**config.mk**
```make
export PLATFORM = sky130hd
export DESIGN_NAME = ps2_rx
export DESIGN_NICKNAME = d
export VERILOG_FILES = /design/src/rtl/ps2_rx.sv
export SDC_FILE = /design/constraint.sdc
export NUM_CORES = 1
export LEC_CHECK = 0
export ABC_AREA = 1
export CAP_MARGIN = 20
export CORE_UTILIZATION = 55
export DETAILED_ROUTE_END_ITERATION = 10
export GPL_TIMING_DRIVEN = 0
export PLACE_DENSITY = 0.74
export SLEW_MARGIN = 20
export SYNTH_ARGS = -nofsm -noshare
export SYNTH_HDL_FRONTEND = slang
export SYNTH_SLANG_ARGS = --single-unit
```
**constraint.sdc**
```tcl
create_clock -name sys_clk -period 2.1 [get_ports sys_clk]
set_input_delay 0.63 -clock sys_clk [delete_from_list [all_inputs] [get_ports sys_clk]]
set_output_delay 0.63 -clock sys_clk [all_outputs]
set_load 0.02 [all_outputs]
```
**src/rtl/ps2_rx.sv**
```systemverilog
// PS/2 receive front end: pin synchronizer, frame deserializer with parity,
// stop-bit and inter-edge timeout checks, and a show-ahead scancode FIFO.
module ps2_rx #(
    parameter int FIFO_DEPTH     = 8,
    parameter int TIMEOUT_CYCLES = 50000
) (
    input  logic       sys_clk,
    input  logic       rst,
    input  logic       ps2_clk,
    input  logic       ps2_data,
    input  logic       rd_en,
    output logic [7:0] rd_data,
    output logic       ready,
    output logic       overflow,
    output logic       frame_err
);

    localparam int AW = $clog2(FIFO_DEPTH);
    localparam int TW = $clog2(TIMEOUT_CYCLES + 1);

    typedef enum logic [1:0] {
        IDLE,
        DATA,
        PARITY,
        STOP
    } state_t;

    state_t state, state_n;

    logic          clk_s1, clk_s2, clk_s3;
    logic          dat_s1, dat_s2;
    logic          fall;
    logic [7:0]    shift;
    logic [2:0]    bit_cnt;
    logic          par_bit;
    logic [TW-1:0] tcnt;
    logic          timeout;
    logic          push;
    logic          bad;

    logic [7:0]    mem [FIFO_DEPTH];
    logic [AW:0]   wptr, rptr;
    logic          empty, full, pop, wr;

    // Bus idles high, so the synchronizer resets to 1 to avoid a false fall.
    always_ff @(posedge sys_clk or negedge rst) begin
        if (!rst) begin
            {clk_s3, clk_s2, clk_s1} <= 3'b111;
            {dat_s2, dat_s1}         <= 2'b11;
        end else begin
            {clk_s3, clk_s2, clk_s1} <= {clk_s2, clk_s1, ps2_clk};
            {dat_s2, dat_s1}         <= {dat_s1, ps2_data};
        end
    end

    assign fall    = clk_s3 & ~clk_s2;
    assign timeout = (state != IDLE) && !fall
                     && (tcnt == TW'(TIMEOUT_CYCLES - 1));

    always_ff @(posedge sys_clk or negedge rst) begin
        if (!rst) begin
            state <= IDLE;
        end else begin
            state <= state_n;
        end
    end

    always_comb begin
        state_n = state;
        push    = 1'b0;
        bad     = 1'b0;
        unique case (state)
            IDLE: begin
                if (fall && !dat_s2) state_n = DATA;
            end
            DATA: begin
                if (fall && bit_cnt == 3'd7) state_n = PARITY;
            end
            PARITY: begin
                if (fall) state_n = STOP;
            end
            STOP: begin
                if (fall) begin
                    state_n = IDLE;
                    if (dat_s2 && (^shift ^ par_bit)) push = 1'b1;
                    else bad = 1'b1;
                end
            end
            default: state_n = IDLE;
        endcase
        if (timeout) state_n = IDLE;
    end

    always_ff @(posedge sys_clk or negedge rst) begin
        if (!rst) begin
            shift     <= '0;
            bit_cnt   <= '0;
            par_bit   <= 1'b0;
            tcnt      <= '0;
            frame_err <= 1'b0;
        end else begin
            frame_err <= bad | timeout;
            if (state == IDLE || fall || timeout) tcnt <= '0;
            else tcnt <= tcnt + TW'(1);
            if (state == IDLE) bit_cnt <= '0;
            if (fall && state == DATA) begin
                shift   <= {dat_s2, shift[7:1]};
                bit_cnt <= bit_cnt + 3'd1;
            end
            if (fall && state == PARITY) par_bit <= dat_s2;
        end
    end

    assign empty = (wptr == rptr);
    assign full  = (wptr[AW] != rptr[AW])
                   && (wptr[AW-1:0] == rptr[AW-1:0]);
    assign pop   = rd_en & ~empty;
    // A pop in the same cycle frees the slot the push needs.
    assign wr    = push & (~full | pop);

    always_ff @(posedge sys_clk) begin
        if (wr) mem[wptr[AW-1:0]] <= shift;
    end

    always_ff @(posedge sys_clk or negedge rst) begin
        if (!rst) begin
            wptr     <= '0;
            rptr     <= '0;
            overflow <= 1'b0;
        end else begin
            if (wr) wptr <= wptr + (AW+1)'(1);
            if (pop) rptr <= rptr + (AW+1)'(1);
            if (push && full && !pop) overflow <= 1'b1;
            else if (pop) overflow <= 1'b0;
        end
    end

    assign ready   = ~empty;
    assign rd_data = empty ? 8'h00 : mem[rptr[AW-1:0]];

endmodule

```
Yosys cells after proc, flatten, opt, wreduce, memory -nomap -nowiden
Memories as Yosys holds them, arrays and structs flattened.
Index checks and enable logic that the tools add are counted.
- bits in writable memories: 64
- memories kept: 1
- flip-flop bits (word level): 45
- bits of input ports: 5
- output and inout port bits: 11
- bitwise gates (word level): 9
- add/subtract/negate cells: 4
- mux-type cells: 20
- equality and inequality tests: 12
- reductions and logical operators: 21
- memory list (memory ; depth ; width ; read ports ; clocked after Yosys merged registers in ; write ports ; line ; source):
    mem ; 8 ; 8 ; 1 ; 0 ; 1 ; 41 ; logic [7:0] mem [FIFO_DEPTH];
- operators with widths (operator ; number):
    adder 16 x 1 -> 16 bit, second input constant ; 1
    equality test 16 bit, second input constant ; 1
    2-to-1 mux 16 bit ; 1
    inequality test 3 bit, second input constant ; 4
    logical AND 1 bit ; 10
    2-to-1 mux 1 bit ; 10
    2-to-1 mux 2 bit ; 5
    adder 4 x 1 -> 4 bit, second input constant ; 2
    2-to-1 mux 8 bit ; 1
    case mux 2 bit (4 select lines) ; 1
    parity 8 bit ; 1
    2-to-1 mux 3 bit ; 2
    nonzero test 2 bit ; 3
    equality test 2 bit, second input constant ; 2
    equality test 4 bit ; 1
    AND reduction 4 bit ; 1
    adder 3 x 1 -> 3 bit, second input constant ; 1
    bitwise AND 1 bit ; 3
    equality test 3 bit ; 1
    equality test 3 bit, second input constant ; 1
    logical NOT 1 bit ; 3
    NOT 1 bit ; 3
    equality test 2 x 1 -> 1 bit, second input constant ; 1
    logical NOT 2 bit ; 1
    other kinds (4) ; 6

Depth between registers and ports, before layout
Gate-level depths: netlist of the first run.
- word-level depth: 9
- depth in mapped cells: 12
- gate-level depth less buffers: 12

Worst setup path after synthesis of the first run
Ideal clock, no wire load.
- path type: register to output
- start: reg rptr[1]
- end: out rd_data[6]
- stages on the path, launching flop included: 8
- path slack: 19 ps
- data arrival time: 1451 ps
- path buffers: 2
- path through: dfrtp_1 > buf_6 > inv_1 > buf_2 > o21ai_0 > o22ai_1 > o21ai_0 > a31oi_1
- cells in the longest elaborated chain, start to end: 2
- elaborated cells between the ends (all ways): 3
- ends and longest elaborated chain (element ; line ; source):
    start, declared ; 42 ; logic [AW:0] wptr, rptr;
    start signal, assigned ; 132 ; if (pop) rptr <= rptr + (AW+1)'(1);
    memory (8 x 8 bit) / equality test 4 bit (equally long branches) ; - ;
    2-to-1 mux 8 bit (*) ; 139 ; assign rd_data = empty ? 8'h00 : mem[rptr[AW-1:0]];
    end, declared ; 12 ; output logic [7:0] rd_data,
Every way passes the cells marked *; elsewhere a longest branch is shown, timed or not.

Final worst setup path of the first run
- start: reg rptr[0]
- end: out rd_data[0]
The elaborated chain is that of the path after synthesis.

==> results of run 1 <==
power breakdown:
part / leakage (nW) / switching [mW] / total, mW / internal [mW]
clock network: 0.103 / 0.753 / 1.32 / 0.570
registers: 1.16 / 0.269 / 2.93 / 2.66
logic: 1.21 / 2.40 / 3.96 / 1.56
sequential cells by signal (all words and copies together), names as in the netlist, 2 cells and up:
signal   count
mem         64
tcnt        16
shift        8
rptr         4
wptr         4
bit_cnt      3
state        2
worst paths after layout:
kind                          start    endpoint  slack, ns  cells past startpoint
setup reg to reg           shift[4]   mem[4][0]       0.03                     11
hold reg to reg              dat_s1      dat_s2       0.36                      0
max in group asynchronous       rst      dat_s2       1.31                      2
setup / recovery            rptr[0]  rd_data[0]      -0.50                      7
min in group sys_clk         dat_s1      dat_s2       0.36                      0
hold / removal                  rst     tcnt[9]       0.20                      1
worst reg2reg max path: stages (launching register included):
cell	delay [ns]
dfrtp_2	0.45
inv_2	0.07
nand2_1	0.06
nand2_1	0.09
nand2_1	0.11
nand3_4	0.10
nand2_4	0.07
nand2_4	0.06
nand3_4	0.08
nor2_8	0.18
nand3_4	0.17
nor2_4	0.30
cell type report:
| cell class | instances | area, sq um | area share (%) |
|---|---|---|---|
| flip-flops and latches | 109 | 3064 | 50.24 |
| multi-input cells | 316 | 1937 | 31.75 |
| repair buffers | 49 | 445.4 | 7.303 |
| inverters | 44 | 178.9 | 2.933 |
| well taps | 108 | 135.1 | 2.215 |
| plain buffers | 15 | 132.6 | 2.174 |
| clock buffers | 9 | 123.9 | 2.031 |
| clock inverters | 7 | 82.58 | 1.354 |
logic make-up (layout without fill, tap and decap cells):
group / Yosys count / count (layout)
simple gates: 216 / 216
flops: 109 / 109
fa+ha+maj: 10 / 10
xor+xnor: 13 / 13
compound gates: 77 / 77
buf+inv: 59 / 124
routing by layer:
metal	global-route usage, %	vias up	routed length [um]
met5	0	-	0
li1	-	1753	-
met1	29.74	1807	4620
met3	4.460	19	563
met4	8.159	0	232
met2	40.92	123	6019
through the flow:
step | std cells | total power, mW | hold slack, ns | util, % | instance area, sq um
6_report | 657 | 8.214 | 0.2023 | 69.27 | 6100
5_1_grt | 657 | 8.671 | 0.2263 | 69.27 | 6100
4_1_cts | 640 | 7.576 | 0.2154 | 65.96 | 5808
3_5_place_dp | 608 | 5.949 | 0.3469 | 60.53 | 5330
3_3_place_gp | 607 | 5.803 | 0.3456 | 60.36 | 5315
2_1_floorplan | 484 | 4.964 | 0.3344 | - | 5030
timing repair:
item	4_1_cts	5_1_grt
endpoints found under the hold margin	0	0
cloned	2	0
pin swaps	11	30
endpoints found under the setup margin	73	73
resized for setup	113	55
setup buffers	14	18
cell usage in the layout, fill, tap and decap left out, drive strengths merged:
master,instances
edfxtp,64
xor2,9
nor2,87
nand3,22
a21oi,4
xnor2,4
nand2,83
a31oi,9
or2,1
nand4,7
nor3b,4
inv,46
clkinvlp,2
o21ai,55
clkinv,2
o22ai,8
clkdlybuf4s50,5
o31ai,1
bufinv,1
clkbuf,12
ha,10
dfstp,5
dfrtp,40
nor3,7
buf,56
nor4,5
==> metrics.md, run 1 <==
| Metric | Value |
|---|---|
| Syn avg cell area | `10.39 sq um` |
| Drt first-iter violations | `211` |
| Commonest register cell after synthesis | `edfxtp_1` |
| Root buf cell | `clkbuf_8` |
| VDD IR max | `0.0008308 V` |
| Status | `finished with violations` |
| Starting Density | `57.12%` |
| GR Overflow Total | `0` |
| Period utilization | `124.0%` |
| Post-CTS Hold Buffers | `0` |
| Final setup viols | `9` |
| Power Dens Cells | `1347 nW/um^2` |
| Mapped cell area | `5030 sq um` |
| Multiplexer area fraction after synthesis | `0%` |
| Top Ports | `16` |
| Delay-heaviest family, CP | `compound AO/OA/AOI/OAI gates` |
| Post-synthesis compound-gate area fraction | `8.209%` |
| Setup CP Type | `register to primary output` |
| Drt pass-1 iters | `8` |
| Initial antenna violation count | `0` |
| Vias per inst | `5.635` |
| Gpl congestion | `0.8695` |
| Share of cells above drive strength 1 | `29.69%` |
| Synth async-reset ratio | `41.28%` |
| Synth Warn # | `0` |
| Area leader, netlist | `edfxtp_1` |
| Number of CTS-inserted buffers | `9` |
| Area growth from synthesis to layout | `21.27%` |
| Worst Slack Setup Final | `-0.5041 ns` |
| Post-synthesis xor/xnor area fraction | `2.264%` |
| TritonCTS Sinks | `109` |
| Row count | `34` |
| Adder and majority gate portion of the synthesized area | `2.488%` |
| Crit path buffers/inverters | `3` |
| Synth area leaders | `edfxtp_1 38%, dfrtp_1 20%, nand2_1 5.7%, nor2_1 5.7%, o21ai_0 5.3%` |
| Pin count of the biggest net entering global routing | `27` |
| Synth Register Bits | `109` |
| Post-Synth Simple-Gate Area | `21.29%` |
| Worst-margin pin slew | `0.4948 ns` |
| Count of max-cap constraint violations | `0` |
| Clock Path Buffers | `2` |
| Synth cell count leaders | `76 x nand2_1, 76 x nor2_1, 64 x edfxtp_1` |
| Rel. slew slack | `67.02%` |
| Setup TNS Final | `-3.359 ns` |
| Leak | `2.473 nW` |
| Ant diodes | `0` |
| Slew Limit Fails | `0` |
| CP startpoint kind | `register` |
| First-pass GRT wire length | `17,360 um` |
| Mapped Nets | `499` |
| Clock insertion delay at the later pin of the skew report | `0.38 ns` |
| Post-synthesis cell count | `484` |
| Worst min path class | `primary input to async pin` |
| HPWL Detailed | `6870 um` |
| Sequential fraction of the synthesis area | `60.72%` |
| Number of antenna-violating nets in the routed design | `0` |
| Fin Clk Skew | `0.01693 ns` |
| FMAX | `0.3840 GHz` |
| # fillers | `627` |
| Worst Setup End Kind | `primary output` |
| Chip height | `97.63 um` |
| Top-area cell type share of the netlist area | `38.21%` |
| Full die area | `9532 sq um` |
| Level count of the clock H-tree | `3` |
| Most used cell, CP | `buf_4` |
| Post-synth EDFFs | `64` |
| WP data arrival | `1.97 ns` |
| Crit-path cells | `buf_6 > buf_4 > o21ai_0 > o22ai_2 > o21ai_1 > a31oi_1 > buf_4` |
| Critical path peak fanout | `7` |
| Slowest-stage cell, CP | `dfrtp_1` |
| Wirelength, routed | `11,440 um` |
| Tot GR Track Use | `23.63%` |
| Slowest stage delay, CP | `0.40 ns` |
| CP required | `1.47 ns` |
| Clock Pin Slew Worst Setup and Hold Paths | `0.11 ns` |
| RSZ-0062 raised after global routing | `true` |
| Yosys cell types | `38` |
| Wire per inst | `17.41 um` |
| Place WS | `-0.7492 ns` |
| Layout Nets | `559` |
| Min Tclk post-route | `2.604 ns` |
| Total vias in the final route | `3,702` |
| Number of remaining DRC errors | `4` |
| CTS tree | `done` |
| Core Box Area | `8806 sq um` |
| Largest family of logic cells by synthesized area | `simple AND/OR/NAND/NOR gates` |
| Vias in the first global route | `3,620` |
| Port bufs | `15` |
| Final Hold Fails | `0` |
| Failing checks | `DRC, setup timing` |
| Die X | `97.63 um` |
(Power assumes the default switching activity.)
==> run 2: changes to the inputs <==
Settings changed: PLACE_DENSITY 0.74 to 0.85, RECOVER_POWER set to 25.
==> metrics.md, run 2 (same netlist as run 1, synthesis figures left out) <==
| Metric | Value |
|---|---|
| # fillers | `559` |
| Crit-path cells | `buf_6 > inv_8 > buf_6 > nor2_2 > o22ai_2 > o21ai_2 > a31oi_1 > buf_4` |
| Area growth from synthesis to layout | `23.01%` |
| Pin count of the biggest net entering global routing | `28` |
| Area occupied by multi-input gates | `1951 sq um` |
| Die X | `97.63 um` |
| Row count | `34` |
| Port bufs | `15` |
| Seq pwr share | `34.2%` |
| TritonCTS Sinks | `109` |
| First-pass GRT wire length | `18,640 um` |
| Setup CP Type | `register to primary output` |
| Finished Core Util | `70.26%` |
| Dpl cell area | `5330 sq um` |
| Failing checks | `DRC, setup timing` |
| Ant diodes | `0` |
| Wirelength, routed | `12,080 um` |
| Most used cell, CP | `buf_6` |
| Gpl congestion | `0.9365` |
| VDD IR max | `0.0006044 V` |
| Drt pass-1 iters | `8` |
| Final Non-Filler Cells | `662` |
| Worst Setup End Kind | `primary output` |
| Layout Nets | `564` |
| CP required | `1.47 ns` |
| Count of max-cap constraint violations | `0` |
| Leak | `2.508 nW` |
| Register area | `3063 sq um` |
| Full die area | `9532 sq um` |
| Top Ports | `16` |
| Tot Pwr | `8.586 mW` |
| Commonest cells after routing, fill and taps aside | `70 x nand2_1, 64 x edfxtp_1, 61 x nor2_1` |
| Fin Clk Skew | `0.01642 ns` |
| Chip height | `97.63 um` |
| Number of remaining DRC errors | `4` |
| Final setup viols | `9` |
| Starting Density | `57.12%` |
| Root buf cell | `clkbuf_8` |
| FMAX | `0.3946 GHz` |
| Core Box Area | `8806 sq um` |
| Gate power share | `47.4%` |
| Final Cell Area | `6187 sq um` |
| Fin Hold WS | `0.3613 ns` |
| Placed Instances | `608` |
| Largest register FFs | `64` |
| Clock share of power | `18.4%` |
| GR Overflow Total | `0` |
| Rel. slew slack | `31.75%` |
| Number of antenna-violating nets in the routed design | `0` |
| Worst-margin pin slew | `1.024 ns` |
| Worst Slack Setup Final | `-0.4345 ns` |
| Clock insertion delay at the later pin of the skew report | `0.38 ns` |
| Share of cells above drive strength 1 | `31.05%` |
| Slowest stage delay, CP | `0.41 ns` |
| Slowest-stage cell, CP | `dfrtp_1` |
| HPWL Detailed | `6789 um` |
| CP startpoint kind | `register` |
| Critical path peak fanout | `8` |
| Wire per inst | `18.24 um` |
| Final Hold Fails | `0` |
| Min Tclk post-route | `2.535 ns` |
| Clock Path Buffers | `2` |
| Level count of the clock H-tree | `3` |
| Slew Limit Fails | `0` |
| Most common cell after layout, fill and taps aside | `nand2_1` |
| P_int | `5.094 mW` |
| Switch Pwr | `3.493 mW` |
| Clock Pin Slew Worst Setup and Hold Paths | `0.11 ns` |
| Drt first-iter violations | `236` |
| Total vias in the final route | `3,771` |
| Number of CTS-inserted buffers | `9` |
| Period utilization | `120.7%` |
| Switching Share | `40.68%` |
| Worst min path class | `register to register` |
| Initial antenna violation count | `0` |
| Tot GR Track Use | `25.65%` |
| Status | `finished with violations` |
| Vias in the first global route | `3,770` |
| RSZ-0062 raised after global routing | `true` |
| CTS tree | `done` |
| WP data arrival | `1.90 ns` |
| Vias per inst | `5.696` |
| Power Dens Cells | `1388 nW/um^2` |
[run 2: cell types whose count changed in the layout (fill, tap and decap cells not counted), moves of 4 or more]
cell     delta
buf_4       +6
buf_6       -4
nand2_1     -4
nand2_2     +6
nor2_2      +4
[run 2: final timing paths]
path,start,to,slack (ns),cells after the start
worst max-delay path,rptr[0],rd_data[1],-0.43,8
worst min-delay path,dat_s1,dat_s2,0.36,0
worst max register to register,shift[1],mem[2][0],0.01,8
worst min register to register,dat_s1,dat_s2,0.36,0
max in group asynchronous,rst,shift[3],0.43,2
min in group asynchronous,rst,rptr[3],0.40,1
[run 2: power by group through the flow]
stage | Clock, mW | Combinational [mW] | Sequential (mW)
final | 1.58 | 4.07 | 2.94
after global routing | 1.66 | 4.37 | 2.97
after CTS | 1.57 | 3.34 | 3.00
after detailed placement | 0 | 2.88 | 3.06
after global placement | 0 | 2.75 | 3.03
after floorplan | 0 | 2.03 | 2.94
[run 2: metrics by stage]
stage | setup WS (ns) | setup TNS (ns)
4_1_cts | -0.3638 | -2.959
3_5_place_dp | -0.7119 | -27.09
5_1_grt | -0.5102 | -6.564
6_report | -0.4345 | -3.275
2_1_floorplan | 0.01934 | 0
3_3_place_gp | -0.7888 | -57.33
[run 2: what timing repair did]
action	4_1_cts	5_1_grt
setup buffers	13	22
hold buffers	0	0
endpoints found under the setup margin	73	73
cloned	3	0
resized for setup	119	48
pin swaps	16	27
[run 2: per-layer routing]
| layer | track usage, % | wire [um] | part of all wire, % |
|---|---|---|---|
| met2 | 45.66 | 6502 | 54 |
| met5 | 0 | 0 | 0 |
| met1 | 30.00 | 4768 | 39 |
| met4 | 11.77 | 381 | 3.2 |
| met3 | 4.820 | 425 | 3.5 |
[run 2: cell type report]
type,instances,share of cell area (%)
clock inverters,7,2.063
plain buffers,15,2.265
well taps,108,2.184
repair buffers,54,7.563
flip-flops and latches,109,49.50
clock buffers,9,2.002
inverters,44,2.892
multi-input cells,316,31.53
[run 2: critical path: cells and delay by family (launching register included)]
| kind | cells | cell delay, ns |
|---|---|---|
| buffers and inverters | 4 | 0.54 |
| AOI/OAI and AO/OA | 3 | 0.52 |
| DFF | 1 | 0.41 |
| and+or+nand+nor | 1 | 0.06 |
==> run 3: changes to the inputs <==
Settings changed: GPL_TIMING_DRIVEN 0 to unset.
==> metrics.md, run 3 (same netlist as run 1, synthesis figures left out) <==
| Metric | Value |
|---|---|
| Status | `finished with violations` |
| Failing checks | `DRC, setup timing` |
| Switching Share | `40.65%` |
| CP startpoint kind | `register` |
| Number of remaining DRC errors | `4` |
| Worst Slack Setup Final | `-0.3512 ns` |
| Pin count of the biggest net entering global routing | `46` |
| TritonCTS Sinks | `109` |
| Full die area | `9532 sq um` |
| Wirelength, routed | `9869 um` |
| FMAX | `0.4080 GHz` |
| Seq pwr share | `38.1%` |
| Level count of the clock H-tree | `3` |
| Root buf cell | `clkbuf_8` |
| Slew Limit Fails | `0` |
| Drt pass-1 iters | `7` |
| Min Tclk post-route | `2.451 ns` |
| Starting Density | `57.12%` |
| HPWL Detailed | `6853 um` |
| First-pass GRT wire length | `16,220 um` |
| VDD IR max | `0.0005777 V` |
| Top Ports | `16` |
| Initial antenna violation count | `0` |
| Final setup viols | `9` |
| Vias in the first global route | `3,427` |
| CP required | `1.47 ns` |
| Gpl congestion | `0.8962` |
| Wire per inst | `15.04 um` |
| Post-CTS Hold Buffers | `0` |
| # fillers | `632` |
| Critical path peak fanout | `17` |
| Leak | `2.440 nW` |
| Number of antenna-violating nets in the routed design | `0` |
| Largest register FFs | `64` |
| Gate power share | `45.4%` |
| GR Overflow Total | `0` |
| Rel. slew slack | `24.62%` |
| Worst min path class | `register to register` |
| Clock share of power | `16.5%` |
| P_int | `4.451 mW` |
| Crit-path cells | `buf_4 > o21ai_0 > o22ai_1 > o21ai_2 > a31oi_1 > buf_2` |
| WP data arrival | `1.82 ns` |
| Clock Path Buffers | `2` |
| Commonest cells after routing, fill and taps aside | `76 x nor2_1, 75 x nand2_1, 64 x edfxtp_1` |
| Clock insertion delay at the later pin of the skew report | `0.37 ns` |
| Power Dens Cells | `1280 nW/um^2` |
| Slowest-stage cell, CP | `dfrtp_1` |
| Die X | `97.63 um` |
| Count of max-cap constraint violations | `0` |
| Area growth from synthesis to layout | `16.52%` |
| Chip height | `97.63 um` |
| Total vias in the final route | `3,567` |
| Worst Setup End Kind | `primary output` |
| Ant diodes | `0` |
| Vias per inst | `5.438` |
| Fin Clk Skew | `0.01518 ns` |
| Most common cell after layout, fill and taps aside | `nor2_1` |
| Place WS | `-0.4065 ns` |
| Final Hold Fails | `0` |
| Delay-heaviest family, CP | `compound AO/OA/AOI/OAI gates` |
| Slowest stage delay, CP | `0.42 ns` |
| RSZ-0062 raised after global routing | `true` |
| Port bufs | `15` |
| Setup CP Type | `register to primary output` |
| Switch Pwr | `3.048 mW` |
| Clock Pin Slew Worst Setup and Hold Paths | `0.11 ns` |
| Number of CTS-inserted buffers | `9` |
| Finished Core Util | `66.55%` |
| Row count | `34` |
| Worst-margin pin slew | `1.131 ns` |
| CTS tree | `done` |
| Share of cells above drive strength 1 | `22.26%` |
| Core Box Area | `8806 sq um` |
| Crit path buffers/inverters | `2` |
| Period utilization | `116.7%` |
| Tot GR Track Use | `21.81%` |
| Drt first-iter violations | `184` |
| Layout Nets | `558` |
-- run 3: changes by cell type in the layout (fill, tap and decap cells not counted), moves of 7 or more --
cell	delta
o22ai_1	+8
o21ai_0	+22
dfrtp_1	+7
dfrtp_2	-7
nor2_4	-10
nor2_1	+15
o21ai_1	-16
o22ai_2	-8
-- run 3: final cells by class --
cell class,count,area [sq um],share of cell area [%]
Tap cell,108,135.1,2.306
Clock inverter,7,68.82,1.174
Timing Repair Buffer,62,533.0,9.095
Clock buffer,9,123.9,2.114
Sequential cell,109,3054,52.11
Inverter,44,167.7,2.861
Multi-Input combinational cell,317,1778,30.34
-- run 3: worst register-to-register path, delay by kind of cell (launching register included) --
| kind | cells | cell delay [ns] |
|---|---|---|
| xor gates and xnor gates | 1 | 0.12 |
| buffers and inverters | 4 | 0.61 |
| DFF | 1 | 0.43 |
| and+or+nand+nor | 5 | 0.54 |
-- run 3: metal layers --
layer | part of all wire (%) | routed length [um] | global-route usage [%] | up-vias
met5 | 0 | 0 | 0 | -
met4 | 1.7 | 167 | 9.091 | 0
met3 | 3.8 | 377 | 2.590 | 16
met2 | 51 | 4985 | 38.19 | 87
met1 | 44 | 4338 | 27.47 | 1706
li1 | - | - | - | 1758
-- run 3: stage by stage --
stage	cell area (sq um)	hold slack (ns)	instances	setup TNS [ns]	total power, mW
after detailed placement	5608	0.3470	633	-3.263	6.182
after global placement	5608	0.3459	633	-2.570	6.004
final	5861	0.3613	656	-2.801	7.500
after global routing	5861	0.3642	656	-3.538	7.938
after CTS	5849	0.3486	655	-2.883	7.474
after floorplan	5030	0.3344	484	0	4.964
-- run 3: path summary, 6_finish.rpt --
kind / from / to / slack [ns] / cells past startpoint
setup / recovery: rptr[0] / rd_data[5] / -0.35 / 6
hold / removal: dat_s1 / dat_s2 / 0.36 / 0
setup reg to reg: rptr[0] / mem[7][3] / 0.11 / 10
hold reg to reg: dat_s1 / dat_s2 / 0.36 / 0
max in group asynchronous: rst / shift[0] / 0.86 / 2
min in group asynchronous: rst / rptr[0] / 0.55 / 2
-- run 3: what timing repair did --
item | CTS | global route
gates cloned | 1 | 0
setup endpoints to repair | 9 | 17
buffers inserted | 5 | 1
pin swaps | 1 | 1
resized for setup | 60 | 4
-- run 3: power groups by stage --
stage | sequential (mW) | combinational (mW) | clock (mW)
detailed placement | 2.89 | 3.30 | 0
global placement | 2.86 | 3.14 | 0
CTS | 2.85 | 3.37 | 1.25
finish | 2.86 | 3.41 | 1.24
floorplan | 2.94 | 2.03 | 0
global route | 2.88 | 3.73 | 1.33
